==> src/rtl/slave_tx485.sv <==
// Slave-end RS-485 uplink transmitter.
// On each synchronized rising edge of the master sync line, while the master
// control line enables the link, two data words are captured and shifted out
// LSB first on lanes a and b in lockstep. Each lane sends a start bit, DW data
// bits, an even-parity bit and a stop bit. The 485 driver enable is raised
// after a turnaround delay and held through a guard interval after the stop
// bit. All bit timing is counted in 1 us ticks (pluse_us).
module slave_tx485 #(
  parameter int DW       = 16,
  parameter int BIT_US   = 4,
  parameter int DLY_US   = 8,
  parameter int GUARD_US = 2
) (
  input  logic          i_clk_sys,
  input  logic          i_rst_n,
  input  logic          i_pluse_us,
  input  logic          i_rx_syn,
  input  logic          i_rx_ctrl,
  input  logic [DW-1:0] i_data_a,
  input  logic [DW-1:0] i_data_b,
  output logic          o_data_ack,
  output logic          o_tx_a,
  output logic          o_tx_b,
  output logic          o_tx_en,
  output logic          o_busy,
  output logic          o_ovr,
  output logic [15:0]   o_frm_cnt
);

  typedef enum logic [2:0] {
    S_IDLE,
    S_WAIT,
    S_START,
    S_DATA,
    S_PAR,
    S_STOP,
    S_GUARD
  } state_t;

  // Tick values on which each timed phase ends (a delay of 0 never compares)
  localparam logic [7:0] L_BIT_LAST   = 8'(BIT_US - 1);
  localparam logic [7:0] L_DLY_LAST   = 8'(DLY_US - 1);
  localparam logic [7:0] L_GUARD_LAST = 8'(GUARD_US - 1);
  localparam logic [4:0] L_IDX_LAST   = 5'(DW - 1);

  state_t        r_state;
  state_t        w_state_next;

  logic          r_syn_s1;
  logic          r_syn_s2;
  logic          r_syn_d3;
  logic          r_ctrl_s1;
  logic          r_ctrl_s2;
  logic          w_syn_edge;

  logic [7:0]    r_tick;
  logic [7:0]    w_tick_next;
  logic          w_tick_clr;
  logic          w_bit_done;
  logic          w_dly_done;
  logic          w_guard_done;

  logic [4:0]    r_bit_idx;
  logic [DW-1:0] r_sh_a;
  logic [DW-1:0] r_sh_b;
  logic [DW-1:0] w_sh_a_nx;
  logic [DW-1:0] w_sh_b_nx;
  logic          r_par_a;
  logic          r_par_b;

  logic          r_tx_a;
  logic          r_tx_b;
  logic          r_tx_en;
  logic          r_data_ack;
  logic          r_ovr;
  logic [15:0]   r_frm_cnt;

  logic          w_tx_a_next;
  logic          w_tx_b_next;
  logic          w_tx_en_next;
  logic          w_latch;
  logic          w_shift;
  logic          w_ovr;
  logic          w_frm_inc;

  // Two-flop synchronizers for the asynchronous master lines, plus an edge flop on sync
  always_ff @(posedge i_clk_sys or negedge i_rst_n) begin
    if (!i_rst_n) begin
      r_syn_s1  <= 1'b0;
      r_syn_s2  <= 1'b0;
      r_syn_d3  <= 1'b0;
      r_ctrl_s1 <= 1'b0;
      r_ctrl_s2 <= 1'b0;
    end else begin
      r_syn_s1  <= i_rx_syn;
      r_syn_s2  <= r_syn_s1;
      r_syn_d3  <= r_syn_s2;
      r_ctrl_s1 <= i_rx_ctrl;
      r_ctrl_s2 <= r_ctrl_s1;
    end
  end

  assign w_syn_edge   = r_syn_s2 & ~r_syn_d3;
  assign w_bit_done   = i_pluse_us && (r_tick == L_BIT_LAST);
  assign w_dly_done   = (DLY_US == 0) || (i_pluse_us && (r_tick == L_DLY_LAST));
  assign w_guard_done = (GUARD_US == 0) || (i_pluse_us && (r_tick == L_GUARD_LAST));
  assign w_sh_a_nx    = r_sh_a >> 1;
  assign w_sh_b_nx    = r_sh_b >> 1;

  // Tick counter restarts on every state change and on each data bit boundary
  assign w_tick_next = ((w_state_next != r_state) || w_tick_clr) ? 8'd0 :
                       (i_pluse_us ? r_tick + 8'd1 : r_tick);

  // Next-state logic and the next values of the registered line outputs
  always_comb begin
    w_state_next = r_state;
    w_tx_a_next  = r_tx_a;
    w_tx_b_next  = r_tx_b;
    w_tx_en_next = r_tx_en;
    w_latch      = 1'b0;
    w_shift      = 1'b0;
    w_tick_clr   = 1'b0;
    w_frm_inc    = 1'b0;
    w_ovr        = w_syn_edge && (r_state != S_IDLE);
    case (r_state)
      S_IDLE: begin
        if (w_syn_edge && r_ctrl_s2) begin
          w_state_next = S_WAIT;
          w_latch      = 1'b1;
        end
      end
      S_WAIT: begin
        if (w_dly_done) begin
          w_state_next = S_START;
          w_tx_a_next  = 1'b0;
          w_tx_b_next  = 1'b0;
          w_tx_en_next = 1'b1;
        end
      end
      S_START: begin
        if (w_bit_done) begin
          w_state_next = S_DATA;
          w_tx_a_next  = r_sh_a[0];
          w_tx_b_next  = r_sh_b[0];
        end
      end
      S_DATA: begin
        if (w_bit_done) begin
          if (r_bit_idx == L_IDX_LAST) begin
            w_state_next = S_PAR;
            w_tx_a_next  = r_par_a;
            w_tx_b_next  = r_par_b;
          end else begin
            w_shift     = 1'b1;
            w_tick_clr  = 1'b1;
            w_tx_a_next = w_sh_a_nx[0];
            w_tx_b_next = w_sh_b_nx[0];
          end
        end
      end
      S_PAR: begin
        if (w_bit_done) begin
          w_state_next = S_STOP;
          w_tx_a_next  = 1'b1;
          w_tx_b_next  = 1'b1;
        end
      end
      S_STOP: begin
        if (w_bit_done) begin
          if (GUARD_US == 0) begin
            w_state_next = S_IDLE;
            w_tx_en_next = 1'b0;
            w_frm_inc    = 1'b1;
          end else begin
            w_state_next = S_GUARD;
          end
        end
      end
      S_GUARD: begin
        if (w_guard_done) begin
          w_state_next = S_IDLE;
          w_tx_en_next = 1'b0;
          w_frm_inc    = 1'b1;
        end
      end
      default: begin
        w_state_next = S_IDLE;
        w_tx_a_next  = 1'b1;
        w_tx_b_next  = 1'b1;
        w_tx_en_next = 1'b0;
      end
    endcase
  end

  // State register
  always_ff @(posedge i_clk_sys or negedge i_rst_n) begin
    if (!i_rst_n) begin
      r_state <= S_IDLE;
    end else begin
      r_state <= w_state_next;
    end
  end

  // Datapath: tick counter, shift registers, line outputs, pulses and frame counter
  always_ff @(posedge i_clk_sys or negedge i_rst_n) begin
    if (!i_rst_n) begin
      r_tick     <= 8'd0;
      r_bit_idx  <= 5'd0;
      r_sh_a     <= '0;
      r_sh_b     <= '0;
      r_par_a    <= 1'b0;
      r_par_b    <= 1'b0;
      r_tx_a     <= 1'b1;
      r_tx_b     <= 1'b1;
      r_tx_en    <= 1'b0;
      r_data_ack <= 1'b0;
      r_ovr      <= 1'b0;
      r_frm_cnt  <= 16'd0;
    end else begin
      r_tick     <= w_tick_next;
      r_tx_a     <= w_tx_a_next;
      r_tx_b     <= w_tx_b_next;
      r_tx_en    <= w_tx_en_next;
      r_data_ack <= w_latch;
      r_ovr      <= w_ovr;
      if (w_latch) begin
        r_sh_a    <= i_data_a;
        r_sh_b    <= i_data_b;
        r_par_a   <= ^i_data_a;
        r_par_b   <= ^i_data_b;
        r_bit_idx <= 5'd0;
      end else if (w_shift) begin
        r_sh_a    <= w_sh_a_nx;
        r_sh_b    <= w_sh_b_nx;
        r_bit_idx <= r_bit_idx + 5'd1;
      end
      if (w_frm_inc) begin
        r_frm_cnt <= r_frm_cnt + 16'd1;
      end
    end
  end

  assign o_tx_a     = r_tx_a;
  assign o_tx_b     = r_tx_b;
  assign o_tx_en    = r_tx_en;
  assign o_data_ack = r_data_ack;
  assign o_ovr      = r_ovr;
  assign o_frm_cnt  = r_frm_cnt;
  assign o_busy     = (r_state != S_IDLE);

endmodule

==> config.mk <==
export PLATFORM = sky130hd
export DESIGN_NAME = slave_tx485
export DESIGN_NICKNAME = d
export VERILOG_FILES = /design/src/rtl/slave_tx485.sv
export SDC_FILE = /design/constraint.sdc
export NUM_CORES = 1
export LEC_CHECK = 0
export ABC_AREA = 0
export BUFFER_PORTS_ARGS = -buffer_cell sky130_fd_sc_hd__buf_2
export CORE_ASPECT_RATIO = 1.25
export CORE_MARGIN = 3
export CORE_UTILIZATION = 59
export CTS_CLUSTER_DIAMETER = 100
export DETAILED_ROUTE_END_ITERATION = 6
export PLACE_DENSITY = 0.91
export SLEW_MARGIN = 20
export SYNTH_ARGS = -nofsm -noshare
export SYNTH_HDL_FRONTEND = slang
export SYNTH_SLANG_ARGS = --single-unit
==> constraint.sdc <==
create_clock -name i_clk_sys -period 3.6 [get_ports i_clk_sys]
set_input_delay 0.54 -clock i_clk_sys [delete_from_list [all_inputs] [get_ports i_clk_sys]]
set_output_delay 0.54 -clock i_clk_sys [all_outputs]
set_load 0.02 [all_outputs]
# == After elaboration in Yosys (flattened, before gate mapping) ==
# Index checks and enable logic that the tools add are counted.
# classes
mux,37
n_bitwise,4
n_addsub,3
n_reduce_logical,16
n_eq_ne,16
# ops
cell,n
16-bit 2-to-1 mux,4
16-bit XOR reduction,2
3-bit 2-to-1 mux,8
3-bit one-hot mux with 7 select lines,1
1-bit 2-to-1 mux,17
"16-bit by 1-bit adder with 16-bit output, second input constant",1
8-bit 2-to-1 mux,2
5-bit 2-to-1 mux,2
"2-bit inequality test, second input constant",5
1-bit one-hot mux with 5 select lines,2
"3-bit == test, second input constant",3
"8-bit by 1-bit adder with 8-bit output, second input constant",1
"8-bit by 1-bit == test with 1-bit output, second input constant",1
"8-bit by 2-bit == test with 1-bit output, second input constant",1
"8-bit by 3-bit == test with 1-bit output, second input constant",1
"3-bit by 2-bit == test with 1-bit output, second input constant",2
"5-bit by 1-bit adder with 5-bit output, second input constant",1
"5-bit by 4-bit == test with 1-bit output, second input constant",1
1-bit logical AND,5
5-bit AND reduction,1
5-bit OR reduction,1
2-bit nonzero test,2
"3-bit by 1-bit == test with 1-bit output, second input constant",1
3-bit logical NOT,1
other kinds (8),10
# word_totals
wordCells,94
output_inout_bits,22
inputBits,37
regBits,76

# == Longest topological paths before layout ==
# Gate-level depths: netlist of the first run.
# logic_depth
depth_word,8
ltp_mapped,10
mapped_depth_nobuf,8

# == Worst setup path before layout of the first run ==
# Ideal clock, no wire load.
# synth_timing
kind,register -> register
start,register r_bit_idx[0]
end,register r_sh_a[0]
setup_slack_ns,1.291
synth_period_minus_slack_ns,2.309
required_ns,3.459
setup_ns,0.141
t_arrival_ns,2.168
path_stages_with_launch,11
path_buffers,3
path_cell_list,dfrtp_1 ha_1 and3_1 ha_1 clkbuf_1 nand4bb_1 or4_4 buf_6 buf_6 nand2_1 a31oi_1
# synth_via
elab_chain_len,5
# synth_lines
item,line,source
start: declaration,63,logic [4:0] r_bit_idx;
start signal: assignment,235,r_bit_idx <= r_bit_idx + 5'd1;
5-bit by 4-bit == test with 1-bit output,149,if (r_bit_idx == L_IDX_LAST) begin
1-bit 2-to-1 mux,149,
1-bit 2-to-1 mux,148,if (w_bit_done) begin
1-bit 2-to-1 mux,125,case (r_state)
2-bit nonzero test (no line),--,
end signal: assignment,227,r_sh_a <= i_data_a;
end signal: assignment,233,r_sh_a <= w_sh_a_nx;
end: declaration,64,logic [DW-1:0] r_sh_a;
# Every way passes these cells.
# A chain may end at the register's enable or synchronous reset.

# == Final worst setup path of the first run ==
# layout_timing
start,register r_bit_idx[0]
end,register r_sh_a[9]
# The elaborated chain is that of the path after synthesis.

==> results.cfg, run 1 <==
[routing]
viasPerCell = 5.59
vias = 3075
wire_per_inst_um = 14.0
route.detailed.drc = 0
drt-initial-drc-count = 168
postRouteAntennaNets = 0
routed_wl_um = 7700
first_pass_iters = 4

[floorplan]
rows = 32
ios = 59
coreArea_sq_um = 6290
die_height_um = 96.8
dieArea_sq_um = 7610
initial_utilization_pct = 61.9
die_width_um = 78.6

[clock_tree]
tritoncts = built
clkSinkCount = 76
clockBufferDepth = 2
clockRootBuffer = clkbuf_8
cts_buffers = 9
hold_buffers = 0
clkTransAtPathRegs_ps = 80
clock_latency_ps = 340
cts_max_level = 3
cts_resized = 0
cts_setup_buffers = 0

[placement]
placed_area_sq_um = 4150
place_ws_ps = 1140
gp_congestion = 0.833
dp_hpwl_um = 5350
post-place-cells = 534
port_buffers = 58

[synth]
syn_inst = 415
synth_edf_count = 0
syn-cell-area_sq_um = 3890
yosysMostFrequentCell = nand2_1
async_flop_share_pct = 100
synthFlopType = dfrtp_1
avgSynthCellArea_sq_um = 9.37
synth_top_cells_by_count = 84 x nand2_1, 74 x dfrtp_1, 50 x nor2_1, 40 x xnor2_1, 30 x a31oi_1
seq_area_frac_synth_pct = 49.0
syn_nets = 457
synth.top_cells.by_area = dfrtp_1 48%, xnor2_1 9.0%, nand2_1 8.1%
synth_warnings = 0
yosys.area.top_type = dfrtp_1
synth_seq_cells = 76
ys_types = 38
synth_top_cell_area_share_pct = 47.6

[pwr]
leakagePower_nw = 2.04
power_mw = 2.79
ir_drop_mv = 0.342
p_per_area_nw_per_um2 = 641

[cells_and_area]
final_util_pct = 69.3
fillers = 487
finalNonFillerCells = 550
fin_area_sq_um = 4360
antennaDiodeCount = 0
seqCellArea_sq_um = 1900
final_layout_size_suffix_gt1_share_pct = 17.8
multi_input_area_sq_um = 1810
layout.nets = 502
areaGrowthSynthToFinish_pct = 12.0

[critical_path]
crit_path_end = r_sh_a[9]
r2r_setup_slack_ps = 1120
cp_slowest_cell = or4_4
required_ps = 3780
cp-start-kind = flop
regToRegStartpoint = r_bit_idx[0]
r2r-end = r_sh_a[9]
cp_common_cell = ha_1
reg2reg_depth = 7
path_cells = ha_1 > and3_1 > ha_1 > nand4bb_1 > or4_4 > nand2_1 > a31oi_1
cp_slowest_stage_delay_ps = 670
end_kind = flop
arrival_ps = 2670
path_max_fanout = 33
crit_type = reg2reg
critPathLaunch = r_bit_idx[0]

[grt]
grt_overflow = 0
track_usage_pct = 21.7
antenna_found_initial = 0
grt_pass1_vias = 3070
grt_pass1_wl_um = 13400
grt_max_degree = 77

[job]
cap_violations = 0

[run_status]
status = finished, final reports clean

[timing]
tns_ps = 0
fin_skew_ps = 8.30
fin_hold_ws_ps = 305
finalSetupViolations = 0
worst_pin_slew_ps = 922
period_share_pct = 69.0
hold_violations = 0
relSlewSlack_pct = 38.5
max_freq_ghz = 0.403
fin_crit_ps = 2480
rsz0062_at_grt = no
fin_ws_ps = 1120
slew_viol_final = 0

[hold_path]
min_path_type = in2reg
layout make-up:
class | count | area share, %
clock buffer | 11 | 3.02
clock inverter | 5 | 1.78
inverter | 6 | 0.517
multi-input combinational | 307 | 41.5
sequential | 76 | 43.7
tap | 85 | 2.44
timing repair buffer | 60 | 7.06
cells by family after synthesis:
group | count (synthesis) | synth area share, %
AO/OA/AOI/OAI | 57 | 8.81
XOR/XNOR | 55 | 12.4
adder cells (fa/ha/maj) | 5 | 1.61
buffers and inverters | 32 | 4.73
flip-flops | 76 | 49.0
multiplexers | 6 | 1.58
AND/OR/NAND/NOR | 184 | 21.9
layout by cell type (no fill, tap or decap), types with 6 or more instances in the layout:
cell      instances
dfrtp_1          74
nand4_1           9
xnor2_1          40
nor2_1           50
a31oi_1          30
a21oi_1          12
clkbuf_8          9
buf_2            57
nor3_1            6
xor2_1           15
nand2_1          84
o21ai_0           7
nand3_1           8
inv_1             6
sequential cells by signal (all words and copies together) (netlist names), 3 cells and up:
register,cells
o_frm_cnt,16
r_sh_a,16
r_sh_b,16
r_tick,8
r_bit_idx,5
r_state,3
worst min path at each step:
| stage | start | endpoint | slack, ps | cells past startpoint |
|---|---|---|---|---|
| 6_report | i_rx_ctrl | r_ctrl_s1 | 310 | 1 |
| 5_1_grt | i_rx_ctrl | r_ctrl_s1 | 280 | 1 |
| 4_1_cts | i_rx_ctrl | r_ctrl_s1 | 280 | 1 |
| 3_5_place_dp | r_syn_s1 | r_syn_s2 | 330 | 0 |
| 3_3_place_gp | r_syn_s1 | r_syn_s2 | 340 | 0 |
| 2_1_floorplan | i_rst_n | o_data_ack | 240 | 0 |
routing by layer:
metal / up-vias / global-route usage [%] / wire [um]
li1: 1483 / - / -
met1: 1484 / 27.5 / 3220
met2: 100 / 36.2 / 4020
met3: 8 / 5.21 / 394
met4: 0 / 7.13 / 61
met5: - / 0 / 0
report_power, final:
group          switching, mW  total [mW]  internal (mW)
registers              0.233        1.36           1.12
logic                  0.409       0.747          0.337
clock network          0.299       0.688          0.389
worst max-delay path, delay by kind of cell, from the launching register on:
kind	cells	cell delay (ps)
simple gates	4	1300
flops	1	410
fa+ha+maj	2	480
compound gates	1	110
Note: power is estimated with default switching activity, not from simulation.
==> run 2: changes to the inputs <==
--- a/config.mk
+++ b/config.mk
@@ -5,14 +5,14 @@
 export SDC_FILE = /design/constraint.sdc
 export NUM_CORES = 1
 export LEC_CHECK = 0
-export ABC_AREA = 0
+export ABC_AREA = 1
 export BUFFER_PORTS_ARGS = -buffer_cell sky130_fd_sc_hd__buf_2
 export CORE_ASPECT_RATIO = 1.25
 export CORE_MARGIN = 3
-export CORE_UTILIZATION = 59
+export CORE_UTILIZATION = 58
 export CTS_CLUSTER_DIAMETER = 100
 export DETAILED_ROUTE_END_ITERATION = 6
-export PLACE_DENSITY = 0.91
+export PLACE_DENSITY = 0.9
 export SLEW_MARGIN = 20
 export SYNTH_ARGS = -nofsm -noshare
 export SYNTH_HDL_FRONTEND = slang
==> constraint.sdc (replaced) <==
create_clock -name i_clk_sys -period 2.5 [get_ports i_clk_sys]
set_input_delay 0.375 -clock i_clk_sys [delete_from_list [all_inputs] [get_ports i_clk_sys]]
set_output_delay 0.375 -clock i_clk_sys [all_outputs]
set_load 0.02 [all_outputs]
==> results.cfg, run 2 <==
[routing]
route.detailed.drc = 0
routed_wl_um = 9010
vias = 3539
postRouteAntennaNets = 0
drt-initial-drc-count = 167
viasPerCell = 5.38
wire_per_inst_um = 13.7
first_pass_iters = 5

[floorplan]
die_height_um = 101
dieArea_sq_um = 8260
initial_utilization_pct = 61.6
rows = 33
die_width_um = 81.9
coreArea_sq_um = 6770
ios = 59

[synth]
synthFlopType = dfrtp_1
syn_inst = 510
ys_types = 35
synth_seq_cells = 76
synth_top_cells_by_count = 143 x nand2_1, 74 x dfrtp_1, 63 x nor2_1, 35 x inv_1, 28 x a31oi_1
synth_edf_count = 0
avgSynthCellArea_sq_um = 8.18
seq_area_frac_synth_pct = 45.6
yosys.area.top_type = dfrtp_1
synth_warnings = 0
syn-cell-area_sq_um = 4170
yosysMostFrequentCell = nand2_1
async_flop_share_pct = 100
syn_nets = 552
synth.top_cells.by_area = dfrtp_1 44%, nand2_1 13%, nor2_1 5.7%
synth_top_cell_area_share_pct = 44.4

[timing]
relSlewSlack_pct = 59.4
hold_violations = 0
max_freq_ghz = 0.455
fin_crit_ps = 2200
rsz0062_at_grt = no
worst_pin_slew_ps = 608
slew_viol_final = 0
fin_hold_ws_ps = 41.7
tns_ps = 0
fin_skew_ps = 11.4
period_share_pct = 87.8
finalSetupViolations = 0

[cells_and_area]
layout.nets = 609
fillers = 531
layout_common_cells = 143 x nand2_1, 74 x dfrtp_1, 63 x nor2_1, 58 x buf_2, 35 x inv_1
areaGrowthSynthToFinish_pct = 13.6
final_common_cell = nand2_1
final_layout_size_suffix_gt1_share_pct = 18.4
antennaDiodeCount = 0

[critical_path]
reg2reg_depth = 10
arrival_ps = 2450
path_max_fanout = 39
end_kind = flop
r2r_setup_slack_ps = 300
crit_type = reg2reg
r2r-end = r_sh_a[5]
regToRegStartpoint = r_bit_idx[0]
cp-start-kind = flop
required_ps = 2750

[clock_tree]
clock_latency_ps = 340
hold_buffers = 0
cts_buffers = 9
clkTransAtPathRegs_ps = 80
cts_resized = 0
cts_setup_buffers = 0
tritoncts = built
clockBufferDepth = 2
clockRootBuffer = clkbuf_8
clkSinkCount = 76
cts_max_level = 3

[job]
cap_violations = 0

[pwr]
p_per_area_nw_per_um2 = 865
leakagePower_nw = 2.38
clockPowerShare_pct = 25.1
switching_share_pct = 35.7
ir_drop_mv = 0.511
p_seq_share_pct = 43.7
internal-power_mw = 2.64
power_mw = 4.10
p_switching_mw = 1.46
pwr-share-comb_pct = 31.2

[placement]
gp_congestion = 0.871
port_buffers = 58
dp_hpwl_um = 6450

[grt]
grt_pass1_vias = 3512
grt_max_degree = 77
antenna_found_initial = 0
grt_overflow = 0
track_usage_pct = 23.7
grt_pass1_wl_um = 15300

[run_status]
status = finished, final reports clean

[hold_path]
min_path_type = in2async
==> run 2: cell types whose count changed after synthesis, moves of 9 or more <==
| cell | before | now |
|---|---|---|
| clkbuf_1 | 15 | 3 |
| xor2_1 | 15 | 27 |
| nand2_1 | 84 | 143 |
| inv_2 | 0 | 9 |
| nor2_1 | 50 | 63 |
| xnor2_1 | 40 | 25 |
| inv_1 | 6 | 35 |
==> run 2: how the worst max path moves through the flow <==
stage	start	end	slack (ps)
after detailed placement	r_bit_idx[0]	r_sh_a[12]	340
after floorplan	r_bit_idx[0]	r_sh_a[10]	770
final	r_bit_idx[0]	r_sh_a[5]	300
after CTS	r_bit_idx[0]	r_sh_a[2]	310
after global routing	r_bit_idx[0]	r_sh_a[2]	80
after global placement	r_bit_idx[0]	r_sh_a[11]	450
==> run 2: layout make-up <==
cell class | instances | area, sq um | share of cell area [%]
tap | 87 | 109 | 2.30
inverter | 44 | 165 | 3.48
timing repair buffer | 61 | 338 | 7.12
multi-input combinational | 375 | 2010 | 42.4
sequential | 76 | 1900 | 40.2
clock buffer | 11 | 141 | 2.98
clock inverter | 4 | 73.8 | 1.56
==> run 2: critical path, cell delays in order (launching register included) <==
cell and delay [ps]:
dfrtp_1 410, ha_1 230, nand2_1 90, nor2_1 50
ha_1 220, inv_1 180, nand3_2 140, nand2_2 330
buf_12 250, nor2_1 70, a31oi_1 150
==> run 2: power groups by stage <==
stage                     clock (mW)  sequential, mW  combinational [mW]
after global placement             0            1.79                1.17
after detailed placement           0            1.80                1.26
after global routing            1.10            1.83                1.46
final                           1.03            1.79                1.28
after CTS                       1.04            1.79                1.28
after floorplan                    0            1.76               0.961
==> run 2: cells by family (layout without fill, tap and decap cells) <==
family	Yosys count	in the layout	share of synthesized area, %
AND/OR/NAND/NOR	260	260	27.5
flip-flops	76	76	45.6
buffers and inverters	59	120	6.21
AO/OA/AOI/OAI	57	57	7.97
XOR/XNOR	52	52	10.9
adder cells (fa/ha/maj)	5	5	1.50
multiplexers	1	1	0.270
==> run 2: routing by layer <==
metal	vias to the layer above	track usage [%]	share of wire, %
met5	-	0	0
met4	0	10.2	2.6
met3	23	3.94	4.2
met2	100	42.4	54
met1	1670	27.3	40
li1	1746	-	-
==> run 2: through the flow <==
| step | setup WS [ps] | instance area, sq um | instances | util [%] |
|---|---|---|---|---|
| after floorplan | 772 | 4170 | 510 | - |
| final | 305 | 4740 | 658 | 70.0 |
| after detailed placement | 336 | 4530 | 643 | 66.9 |
| after global routing | 80.8 | 4740 | 658 | 70.0 |
| after global placement | 451 | 4530 | 643 | 66.9 |
| after CTS | 313 | 4740 | 658 | 70.0 |
